===== config.mk =====
export PLATFORM = sky130hd
export DESIGN_NAME = ctrl_pipe
export DESIGN_NICKNAME = d
export VERILOG_FILES = /design/src/rtl/ctrl_pipe.sv
export SDC_FILE = /design/constraint.sdc
export NUM_CORES = 1
export LEC_CHECK = 0
export ABC_CLOCK_PERIOD_IN_PS = 1900
export CAP_MARGIN = 20
export CORE_ASPECT_RATIO = 1.25
export CORE_MARGIN = 5
export CORE_UTILIZATION = 42
export CTS_BUF_LIST = sky130_fd_sc_hd__clkbuf_4 sky130_fd_sc_hd__clkbuf_8
export CTS_CLUSTER_DIAMETER = 100
export CTS_CLUSTER_SIZE = 30
export DETAILED_ROUTE_END_ITERATION = 8
export PLACE_DENSITY = 0.89
export SYNTH_ARGS = -nofsm -noshare
export SYNTH_HDL_FRONTEND = slang
export SYNTH_SLANG_ARGS = --single-unit

===== constraint.sdc =====
create_clock -name clk -period 1.9 [get_ports clk]
set_input_delay 0.38 -clock clk [delete_from_list [all_inputs] [get_ports clk]]
set_output_delay 0.38 -clock clk [all_outputs]
set_load 0.1 [all_outputs]

===== src/rtl/ctrl_pipe.sv =====
// Registered main control for the yIF/yID/yEX/yDM/yWB pipeline: decodes ID and carries controls through EX/MEM/WB.
// Latency: ins sampled at edge k -> ex_* after k, mem_* after k+1, wb_* after k+2; retired counts WB exits.
// Backpressure: stall/flush/invalid/illegal load a bubble into EX; MEM and WB always advance.
// Optional feature macro: CTRL_PIPE_ILLEGAL_TRAP_EN (sticky illegal-opcode flag; otherwise illegal is tied to 0).
module ctrl_pipe #(
    parameter int ALUOPW = 3,
    parameter int CNTW   = 16
) (
    input  logic              clk,
    input  logic              rst_n,
    input  logic [31:0]       ins,
    input  logic              ins_valid,
    input  logic              stall,
    input  logic              flush,
    output logic              ex_valid,
    output logic              ex_RegDst,
    output logic              ex_ALUSrc,
    output logic [ALUOPW-1:0] ex_op,
    output logic              ex_branch,
    output logic              ex_jump,
    output logic              mem_valid,
    output logic              mem_MemRead,
    output logic              mem_MemWrite,
    output logic              wb_valid,
    output logic              wb_RegWrite,
    output logic              wb_Mem2Reg,
    output logic [CNTW-1:0]   retired,
    output logic              illegal
);

    // EX slot carries every control; MEM and WB keep only what they still need.
    typedef struct packed {
        logic              valid;
        logic              reg_dst;
        logic              alu_src;
        logic [ALUOPW-1:0] op;
        logic              branch;
        logic              jump;
        logic              mem_read;
        logic              mem_write;
        logic              reg_write;
        logic              mem2reg;
    } ex_ctrl_t;

    typedef struct packed {
        logic valid;
        logic mem_read;
        logic mem_write;
        logic reg_write;
        logic mem2reg;
    } mem_ctrl_t;

    typedef struct packed {
        logic valid;
        logic reg_write;
        logic mem2reg;
    } wb_ctrl_t;

    logic [5:0] w_opcode;
    logic [5:0] w_funct;
    logic       w_unused_ins;
    ex_ctrl_t   w_dec;
    logic       w_legal;
    logic       w_accept;
    logic       w_load;

    ex_ctrl_t        r_ex;
    mem_ctrl_t       r_mem;
    wb_ctrl_t        r_wb;
    logic [CNTW-1:0] r_retired;

    assign w_opcode     = ins[31:26];
    assign w_funct      = ins[5:0];
    // Register fields are the datapath's business, not control's.
    assign w_unused_ins = ^ins[25:6];

    // Opcode/funct decode; anything unrecognised collapses to an all-zero bubble.
    always_comb begin
        w_dec   = '0;
        w_legal = 1'b0;
        case (w_opcode)
            6'h00: begin
                w_legal         = 1'b1;
                w_dec.reg_dst   = 1'b1;
                w_dec.reg_write = 1'b1;
                case (w_funct)
                    6'h20:   w_dec.op = ALUOPW'(3'b010);
                    6'h22:   w_dec.op = ALUOPW'(3'b110);
                    6'h24:   w_dec.op = ALUOPW'(3'b000);
                    6'h25:   w_dec.op = ALUOPW'(3'b001);
                    6'h2a:   w_dec.op = ALUOPW'(3'b111);
                    default: w_legal  = 1'b0;
                endcase
            end
            6'h23: begin
                w_legal         = 1'b1;
                w_dec.alu_src   = 1'b1;
                w_dec.mem_read  = 1'b1;
                w_dec.reg_write = 1'b1;
                w_dec.mem2reg   = 1'b1;
                w_dec.op        = ALUOPW'(3'b010);
            end
            6'h2b: begin
                w_legal         = 1'b1;
                w_dec.alu_src   = 1'b1;
                w_dec.mem_write = 1'b1;
                w_dec.op        = ALUOPW'(3'b010);
            end
            6'h04: begin
                w_legal         = 1'b1;
                w_dec.branch    = 1'b1;
                w_dec.op        = ALUOPW'(3'b110);
            end
            6'h02: begin
                w_legal         = 1'b1;
                w_dec.jump      = 1'b1;
                w_dec.op        = ALUOPW'(3'b010);
            end
            6'h08: begin
                w_legal         = 1'b1;
                w_dec.alu_src   = 1'b1;
                w_dec.reg_write = 1'b1;
                w_dec.op        = ALUOPW'(3'b010);
            end
            default: w_legal = 1'b0;
        endcase
        if (w_legal) begin
            w_dec.valid = 1'b1;
        end else begin
            w_dec = '0;
        end
    end

    // stall and flush are symmetric: either one alone kills the ID->EX load.
    assign w_accept = ins_valid & ~stall & ~flush;
    assign w_load   = w_accept & w_legal;

    // Pipeline registers and retire counter; reset drops every in-flight slot.
    always_ff @(posedge clk) begin
        if (!rst_n) begin
            r_ex      <= '0;
            r_mem     <= '0;
            r_wb      <= '0;
            r_retired <= '0;
        end else begin
            r_ex      <= w_load ? w_dec : '0;
            r_mem     <= '{valid: r_ex.valid, mem_read: r_ex.mem_read, mem_write: r_ex.mem_write,
                           reg_write: r_ex.reg_write, mem2reg: r_ex.mem2reg};
            r_wb      <= '{valid: r_mem.valid, reg_write: r_mem.reg_write, mem2reg: r_mem.mem2reg};
            if (r_wb.valid) begin
                r_retired <= r_retired + CNTW'(1);
            end
        end
    end

`ifdef CTRL_PIPE_ILLEGAL_TRAP_EN
    logic r_illegal;

    // Sticky trap: set when an accepted slot turns out to be an illegal encoding.
    always_ff @(posedge clk) begin
        if (!rst_n) begin
            r_illegal <= 1'b0;
        end else if (w_accept && !w_legal) begin
            r_illegal <= 1'b1;
        end
    end

    assign illegal = r_illegal;
`else
    assign illegal = 1'b0;
`endif

    assign ex_valid     = r_ex.valid;
    assign ex_RegDst    = r_ex.reg_dst;
    assign ex_ALUSrc    = r_ex.alu_src;
    assign ex_op        = r_ex.op;
    assign ex_branch    = r_ex.branch;
    assign ex_jump      = r_ex.jump;
    assign mem_valid    = r_mem.valid;
    assign mem_MemRead  = r_mem.mem_read;
    assign mem_MemWrite = r_mem.mem_write;
    assign wb_valid     = r_wb.valid;
    assign wb_RegWrite  = r_wb.reg_write;
    assign wb_Mem2Reg   = r_wb.mem2reg;
    assign retired      = r_retired;

endmodule


==> metrics.md <==
| Metric | Value |
|---|---|
| Leak | `0.830 nW` |
| Non-Filler Instances | `245` |
| Die area | `4690 sq um` |
| Fin crit period | `1720 ps` |
| Max_cap viols | `0` |
| Period utilisation layout | `0.906` |
| Root Driver | `clkbuf_8` |
| I/O pin total | `68` |
| GRT Total Usage | `0.148` |
| DRT met1 WL | `1190 microns` |
| CTS Buf Count | `5` |
| Critical Path End Type | `flip-flop` |
| Die width | `62.3 microns` |
| Fillers | `268` |
| Hold Path Class | `reg -> reg` |
| Worst-path clk slew | `70 ps` |
| Number of global-route vias before repair | `1,296` |
| Max clock buf depth | `2` |
| Metal3 WL | `255 microns` |
| Count of hold-fix buffers inserted at cts | `0` |
| Final Slew Violations | `0` |
| RD Place Congestion | `0.877` |
| # rows | `23` |
| CTS tree | `built` |
| Final #Nets | `245` |
| Clock skew | `3.50 ps` |
| Clk_lat worst skew | `280 ps` |
| Syn Std Cell Area | `1430 sq um` |
| Power Density | `659 nW/um^2` |
| Crit path DAT | `1930 ps` |
| Top routing layer used | `met4` |
| TNS Setup | `0 ps` |
| Required time worst endpoint | `2110 ps` |
| Core Region | `3250 sq um` |
| Vias per cell | `5.16` |
| Most frequent cells in the layout | `buf_4 (32), dfxtp_1 (20), and2_1 (17)` |
| Post-synthesis async set-or-reset flop share | `0` |
| WS Path Type | `in -> reg` |
| Fmax | `581 MHz` |
| Peak VDD IR | `0.488 mV` |
| Initial antenna violation count | `0` |
| PortBufs | `46` |
| Routed wire per std cell | `13.2 microns` |
| Die Span Y | `75.3 microns` |
| Routed wire length | `3230 microns` |
| Crit Path Max Fanout | `3` |
| Total number of vias | `1,265` |
| Total placed cells including tap cells | `237` |
| Gr ovfl total | `0` |
| Yosys reg bits | `34` |
| Initial DRT Pass Iterations | `4` |
| Post-CTS Setup Bufs | `0` |
| Status | `finished clean` |
| Mean post-synth cell area | `9.31 sq um` |
| Synth-to-layout area growth | `45.3%` |
| CTS sink count | `34` |
| Synthesized Nets | `192` |
| Layout cells sized above 1 | `0.322` |
| Largest net degree at the start of global routing | `27` |
| Post-DP HPWL | `2440 microns` |
| Synth warn | `0` |
| First-pass GRT wire length | `5530 microns` |
| Cells along the critical path | `clkdlybuf4s50_1 > or4_4 > a21o_1 > a31o_4 > a21oi_2` |
| Routed Antenna Nets | `0` |
| Diodes inserted | `0` |
| 1st-iter DRT viols | `81` |
| CP delay by family, top | `simple AND/OR/NAND/NOR gates` |
| Number of remaining DRC errors | `0` |
| Final setup viols | `0` |
| Initial core utilization | `0.441` |
| Hold Violations, Final | `0` |
| Commonest non-fill, non-tap cell in the layout | `buf_4` |
| Cell count after synthesis | `154` |
| Register area share after synthesis | `0.475` |
| Largest stage delay, worst path | `570 ps` |
| RSZ-0062 raised after global routing | `no` |
| Met2 routed WL | `1680 microns` |
| Distinct cells, synth | `35` |
| Main synth FF type | `dfxtp_1` |
| Startpoint Class | `input pin` |
| Post-CTS sizing | `0` |
| Post-synth EDFFs | `0` |
| CP Buf/Inv Count | `1` |
| CTS HTree Levels | `2` |
| Slowest-stage cell, CP | `or4_4` |
[layer usage]
layer  up-vias  track usage
met3        11       0.0546
met5         -            0
met2        48        0.272
met4         0        0.104
met1       574        0.138
li1        632            -
[synthesized netlist by cell type, types with 2 or more instances]
library cell   n  share of area
dfxtp_1       34           0.47
and2_1        17          0.074
nand2_1       10          0.026
nor3_1         7          0.024
nor4_1         7          0.031
inv_1          6          0.016
nand4_1        6          0.026
nor2_1         6          0.016
o21ai_0        6          0.021
xnor2_1        6          0.037
xor2_1         5          0.031
buf_4          4          0.021
clkbuf_1       4          0.010
nor2b_1        4          0.017
a21oi_2        3          0.018
nand2b_1       3          0.013
nand3_1        3          0.010
nand3b_1       3          0.016
a21oi_1        2         0.0070
nor4b_1        2          0.012
or3_1          2         0.0087
[cells by family (layout without fill, tap and decap cells)]
group / Yosys count / after routing / share of synthesized area
flip-flops: 34 / 34 / 0.475
AO/OA/AOI/OAI: 17 / 17 / 0.0847
other: 1 / 1 / 0.00262
adder cells (fa/ha/maj): 1 / 1 / 0.00872
AND/OR/NAND/NOR: 74 / 74 / 0.305
multiplexers: 1 / 1 / 0.00698
buffers and inverters: 15 / 69 / 0.0506
XOR/XNOR: 11 / 11 / 0.0672
[worst register-to-register path: stages, from the launching register on]
cell	delay [ps]
dfxtp_2	420
nand4_1	250
buf_4	250
nor4_1	290
xor2_1	120
and2_1	180
[final cells by class]
cell class              instances  area (sq um)  share of cell area
flip-flops and latches         34           698               0.335
multi-input cells             105           681               0.327
repair buffers                 55           541               0.259
clock buffers                   7          90.1              0.0432
well taps                      37          46.3              0.0222
inverters                       6          22.5              0.0108
clock inverters                 1          5.00             0.00240
[path summary, 6_finish.rpt]
check / startpoint / end / slack (ps) / depth (start not counted)
setup / recovery: ins[27] / ex_valid / 180 / 5
hold / removal: r_mem[1] / wb_RegWrite / 430 / 1
setup reg to reg: wb_valid / retired[11] / 290 / 5
hold reg to reg: r_mem[1] / wb_RegWrite / 430 / 1
[metrics by stage]
stage / hold slack, ps / setup WS [ps] / cell area, sq um / utilization / total power [mW]
detailed placement: 420 / -106 / 1990 / 0.611 / 0.831
global placement: 416 / -85.5 / 1990 / 0.611 / 0.829
global route: 437 / 74.9 / 2080 / 0.641 / 1.43
CTS: 437 / 183 / 2080 / 0.641 / 1.38
finish: 434 / 178 / 2080 / 0.641 / 1.37
floorplan: 412 / 68.1 / 1450 / - / 0.776
[power by group]
group / switching [mW] / internal [mW]
Sequential: 0.000525 / 0.713
Combinational: 0.0503 / 0.0514
Clock: 0.251 / 0.306
[registers in the layout, indices dropped and copies added (netlist names)]
register / cells
mem_MemWrite: 1
wb_Mem2Reg: 1
ex_jump: 1
wb_valid: 1
wb_RegWrite: 1
ex_op: 3
ex_branch: 1
ex_ALUSrc: 1
mem_valid: 1
ex_valid: 1
retired: 16
r_ex: 3
ex_RegDst: 1
r_mem: 2
(Power assumes the default switching activity.)
==> patch 1: new RTL, same flow settings <==
Register the output `retired` once more; this adds one clock of latency there. The other outputs are not delayed to match. Comments in the files are not updated.
--- a/src/rtl/ctrl_pipe.sv
+++ b/src/rtl/ctrl_pipe.sv
@@ -182,7 +182,9 @@
     assign wb_valid     = r_wb.valid;
     assign wb_RegWrite  = r_wb.reg_write;
     assign wb_Mem2Reg   = r_wb.mem2reg;
-    assign retired      = r_retired;
+    always_ff @(posedge clk) begin
+        retired <= r_retired;
+    end
 
 endmodule
 
Check against the original RTL: not equivalent (a bounded check fails within 10 cycles, from zero or initial values and one cycle with rst_n low).
==> patch 1 against the original RTL <==
Final area up 11%; sequential share of layout area up 9.9 points; area after synthesis rose by 17%; non-clock buffer count grew 2; power is 36% higher; setup slack better by 0.054 ns; routed wire length is 2.4% lower; sequential cell count grew 16; critical path depth stayed put; worst hold slack worse by 0.063 ns; via count increased by 5.2%; largest cell class unchanged; largest power group unchanged.
==> patch 1: results (changes against the original RTL) <==
routed wire length per instance: 11.3 µm (-14%)
insertion delay of the later-clocked pin in the worst-skew pair: 0.30 ns (+0.02 ns)
GRT Util Overall: 13.2% (-1.5 points)
sequential element share of the synthesized area: 59.4% (+12 points)
initial drt markers: 69 (-15%)
worst min-delay path endpoint: retired[15]
Syn Nets: 204 (+6.3%)
internal power: 0.00149 W (+39%)
number of vias per cell: 4.77 (-7.6%)
hold depth: 0 (-1)
min-delay src: r_retired[15]
Critical Path AT: 1.89 ns (-0.04 ns)
Hold Crit Class: reg -> reg
Synth area leaders: dfxtp_1, xor2_1, a21oi_1
Hold WS: 0.371 ns (-0.0628 ns)
via count: 1331 (+5.2%)
skew final: 0.00291 ns (-0.000592 ns)
share of cells above drive strength 1: 23.6% (-8.7 points)
slowest stage delay, CP: 0.53 ns (-0.04 ns)
Leak: 0.945 nW (+14%)
largest net degree at the start of global routing: 17 (-37%)
hpwl dp: 2470 µm (+1.4%)
post-synth cell types: 31 (-11%)
status: completed
synthesized instance count: 166 (+7.8%)
reg2reg start: r_retired[0]
Largest regs: r_retired: 16 flops, retired: 16 flops
number of cells after detailed placement: 271 (+14%)
Routability Congestion: 0.812 (-7.4%)
Worst-path clk slew: 0.09 ns (+0.02 ns)
RR Endpoint: r_retired[14]
Placed Area: 2200 µm² (+10%)
first-pass GRT wire length: 5420 µm (-1.9%)
reg2reg setup slack: 0.40 ns (+0.11 ns)
Synth top cells by count: dfxtp_1, nor2_1, a21oi_1, nand2_1, and2_1
worst vdd ir: 0.412 mV (-16%)
Crit-path slowest cell: or4b_4
final net count: 262 (+6.9%)
patch 1: how the worst max path moves through the flow:
| stage | from | endpoint | slack (ns) | cells past startpoint |
|---|---|---|---|---|
| CTS | ins[28] | r_ex[1] | 0.23 | 5 |
| floorplan | wb_valid | r_retired[13] | 0.19 | 4 |
| global placement | ins[28] | ex_op[2] | -0.05 | 4 |
| detailed placement | ins[28] | r_ex[1] | -0.09 | 5 |
| finish | ins[28] | r_ex[1] | 0.23 | 5 |
| global route | ins[28] | r_ex[1] | 0.12 | 5 |
patch 1: cell type report:
| cell class | count | area, µm² |
|---|---|---|
| fill | 339 | 1510 |
| sequential | 50 | 1000 |
| multi-input combinational | 106 | 631 |
| timing repair buffer | 57 | 480 |
| clock buffer | 5 | 68.8 |
| tap | 54 | 67.6 |
| clock inverter | 3 | 45.0 |
| inverter | 4 | 15.0 |
patch 1: cells by family (layout without fill, tap and decap cells):
kind of cell	count (synthesis)	count (layout)	share of synthesized area, %
AOI/OAI and AO/OA	21	21	6.54
xor gates and xnor gates	10	10	5.20
adders and majority gates	1	1	0.743
buffers and inverters	10	69	3.12
DFF	50	50	59.4
muxes	2	2	1.19
other	1	1	0.223
and+or+nand+nor	71	71	23.6
patch 1: stage by stage:
| step | power, W | setup WS (ns) | utilization [%] |
|---|---|---|---|
| detailed placement | 0.00117 | -0.0876 | 57.5 |
| global placement | 0.00117 | -0.0504 | 57.5 |
| global route | 0.00195 | 0.124 | 60.5 |
| finish | 0.00187 | 0.232 | 60.5 |
| floorplan | 0.00111 | 0.191 | - |
| CTS | 0.00189 | 0.231 | 60.5 |
patch 1: per-layer routing:
layer	wire length (µm)	up-vias	GRT usage [%]	share of wire, %
met2	1550	48	23.6	49
met5	0	-	0	0
met4	77	0	7.11	2.4
li1	-	684	-	-
met3	301	8	5.67	9.6
met1	1210	591	12.7	39
patch 1: power by group through the flow:
stage	clock [W]	combinational, W	sequential (W)
2_1_floorplan	0	0.0000324	0.00107
3_3_place_gp	0	0.0000948	0.00107
3_5_place_dp	0	0.0000971	0.00107
4_1_cts	0.000745	0.0000969	0.00105
5_1_grt	0.000798	0.000103	0.00105
6_report	0.000723	0.0000965	0.00105
==> patch 2: new RTL, config.mk and constraints unchanged <==
Without the edit above. The parameter `ALUOPW` goes from 3 to 2.
--- a/src/rtl/ctrl_pipe.sv
+++ b/src/rtl/ctrl_pipe.sv
@@ -3,7 +3,7 @@
 // Backpressure: stall/flush/invalid/illegal load a bubble into EX; MEM and WB always advance.
 // Optional feature macro: CTRL_PIPE_ILLEGAL_TRAP_EN (sticky illegal-opcode flag; otherwise illegal is tied to 0).
 module ctrl_pipe #(
-    parameter int ALUOPW = 3,
+    parameter int ALUOPW = 2,
     parameter int CNTW   = 16
 ) (
     input  logic              clk,
Interface: changed (resized ex_op); port bits go from 68 to 67. The function was not compared with the original's and may differ.
==> patch 2 against the original RTL <==
Routed wire length down 7.8%; clock skew fell by 0.00066 ns; sequential cell count shrank 1; fmax is 4.4% higher; area after synthesis increased by 0.17%; sequential share of layout area is 1.5 points lower; setup slack gained 0.072 ns; register-to-register slack better by 0.15 ns; via count down 6.7%; highest routed layer unchanged; sequential power is 3.1% lower; largest cell class is now multi-input combinational cells; power decreased by 5.6%; final area rose by 1.6%.
==> patch 2: results (changes against the original RTL) <==
status: completed
post-synth cell types: 36 (+2.9%)
skew final: 0.00284 ns (-0.000657 ns)
YS warnings: 0 (unchanged)
insertion delay of the later-clocked pin in the worst-skew pair: 0.28 ns (about the same)
DRT Pass-1 Iters: 4 (unchanged)
Routability Congestion: 0.754 (-14%)
mux contribution to synthesized area: 2.09% (+1.4 points)
hpwl dp: 2220 µm (-9.0%)
Worst-path clk slew: 0.07 ns (about the same)
number of gates resized after cts: 0 (unchanged)
Place WS: -0.0302 ns (+0.0754 ns)
worst vdd ir: 0.571 mV (+17%)
crit-path max FO: 6 (+3)
CTS Buffer Depth: 2 (unchanged)
total net switching power: 0.000304 W (+0.81%)
Crit-path slowest cell: clkdlybuf4s50_1
Synth area leaders: dfxtp_1, and2_1, xor2_1
Hold Crit Class: reg -> reg
CTS root buffer: clkbuf_8
Leak: 0.875 nW (+5.3%)
PortBufs: 45 (-2.2%)
Critical Path AT: 1.83 ns (-0.10 ns)
Post-route DRC: 0 (unchanged)
Syn Nets: 185 (-3.6%)
slowest stage delay, CP: 0.49 ns (-0.08 ns)
Synth Area in Adders: 0.871% (-0.0015 points)
first-pass GRT wire length: 5030 µm (-9.0%)
Num CTS Buffers: 5 (unchanged)
number of vias per cell: 5.06 (-1.9%)
FFs w/ async S/R, synth: 0% (unchanged)
sequential element share of the synthesized area: 46.0% (-1.5 points)
routed wire length per instance: 12.8 µm (-3.1%)
GRT Util Overall: 13.7% (-1.1 points)
largest net degree at the start of global routing: 25 (-7.4%)
Compound-Gate Fraction of Synth Area: 5.31% (-3.2 points)
Post-CTS Setup Bufs: 0 (unchanged)
Synth top cells by count: dfxtp_1, and2_1, nand2_1, nor2_1, xor2_1
number of global-route vias before repair: 1120 (-14%)
initial drt markers: 47 (-42%)
initial antenna violation count: 0 (unchanged)
fill cell count: 261 (-2.6%)
CTS HTree Levels: 2 (unchanged)
Post-Synth XOR/XNOR Area: 7.32% (+0.60 points)
ant diodes: 0 (unchanged)
Largest register FFs: 16 (unchanged)
final net count: 233 (-4.9%)
share of cells above drive strength 1: 31.6% (-0.58 points)
-- patch 2: changes by cell type after synthesis, moves of 4 or more --
cell     unedited run  this run
nand3_1             3         7
inv_1               6         2
o21ai_0             6         2
and2_1             17        21
nor4_1              7         1
nor4_2              0         4
nand4_1             6         2
-- patch 2: through the flow --
stage                     cells  cell area [µm²]  total power [W]
after floorplan             147             1450         0.000751
after global placement      225             2030         0.000797
after detailed placement    225             2030         0.000800
after CTS                   233             2120          0.00132
after global routing        233             2120          0.00134
final                       233             2120          0.00130
-- patch 2: final cells by class --
cell class	count	area, µm²	share of cell area (%)
inverters	2	7.51	0.355
flip-flops and latches	33	677	32.0
well taps	37	46.3	2.19
clock buffers	5	68.8	3.25
clock inverters	3	17.5	0.827
repair buffers	49	583	27.5
multi-input cells	104	717	33.9
-- patch 2: worst paths after layout --
check	startpoint	to	slack (ns)	cells past startpoint
max	ins[31]	ex_valid	0.25	5
min	r_ex[0]	r_mem[0]	0.43	1
min reg2reg	r_ex[0]	r_mem[0]	0.43	1
max reg2reg	retired[3]	retired[8]	0.44	4
-- patch 2: kinds of logic after synthesis --
| kind of cell | Yosys count |
|---|---|
| AO/OA/AOI/OAI | 12 |
| flip-flops | 33 |
| AND/OR/NAND/NOR | 75 |
| other | 1 |
| adder cells (fa/ha/maj) | 1 |
| buffers and inverters | 10 |
| multiplexers | 3 |
| XOR/XNOR | 12 |
-- patch 2: power by group through the flow --
stage	combinational, W	clock (W)	sequential (W)
after global placement	0.0000896	0	0.000708
after global routing	0.0000992	0.000551	0.000692
after CTS	0.0000922	0.000533	0.000692
final	0.0000922	0.000511	0.000692
after floorplan	0.0000404	0	0.000710
after detailed placement	0.0000919	0	0.000708
-- patch 2: routing by layer --
metal / vias to the layer above / part of all wire (%) / wire [µm] / global-route usage, %
met3: 7 / 11 / 326 / 7.23
met4: 0 / 1.9 / 56 / 6.37
met2: 49 / 49 / 1460 / 24.0
met1: 527 / 38 / 1130 / 13.6
met5: - / 0 / 0 / 0
li1: 597 / - / - / -
-- patch 2: critical path: cells and delay by family --
kind | cells | cell delay (ns)
and+or+nand+nor | 2 | 0.42
AOI/OAI and AO/OA | 2 | 0.54
buffers and inverters | 1 | 0.49
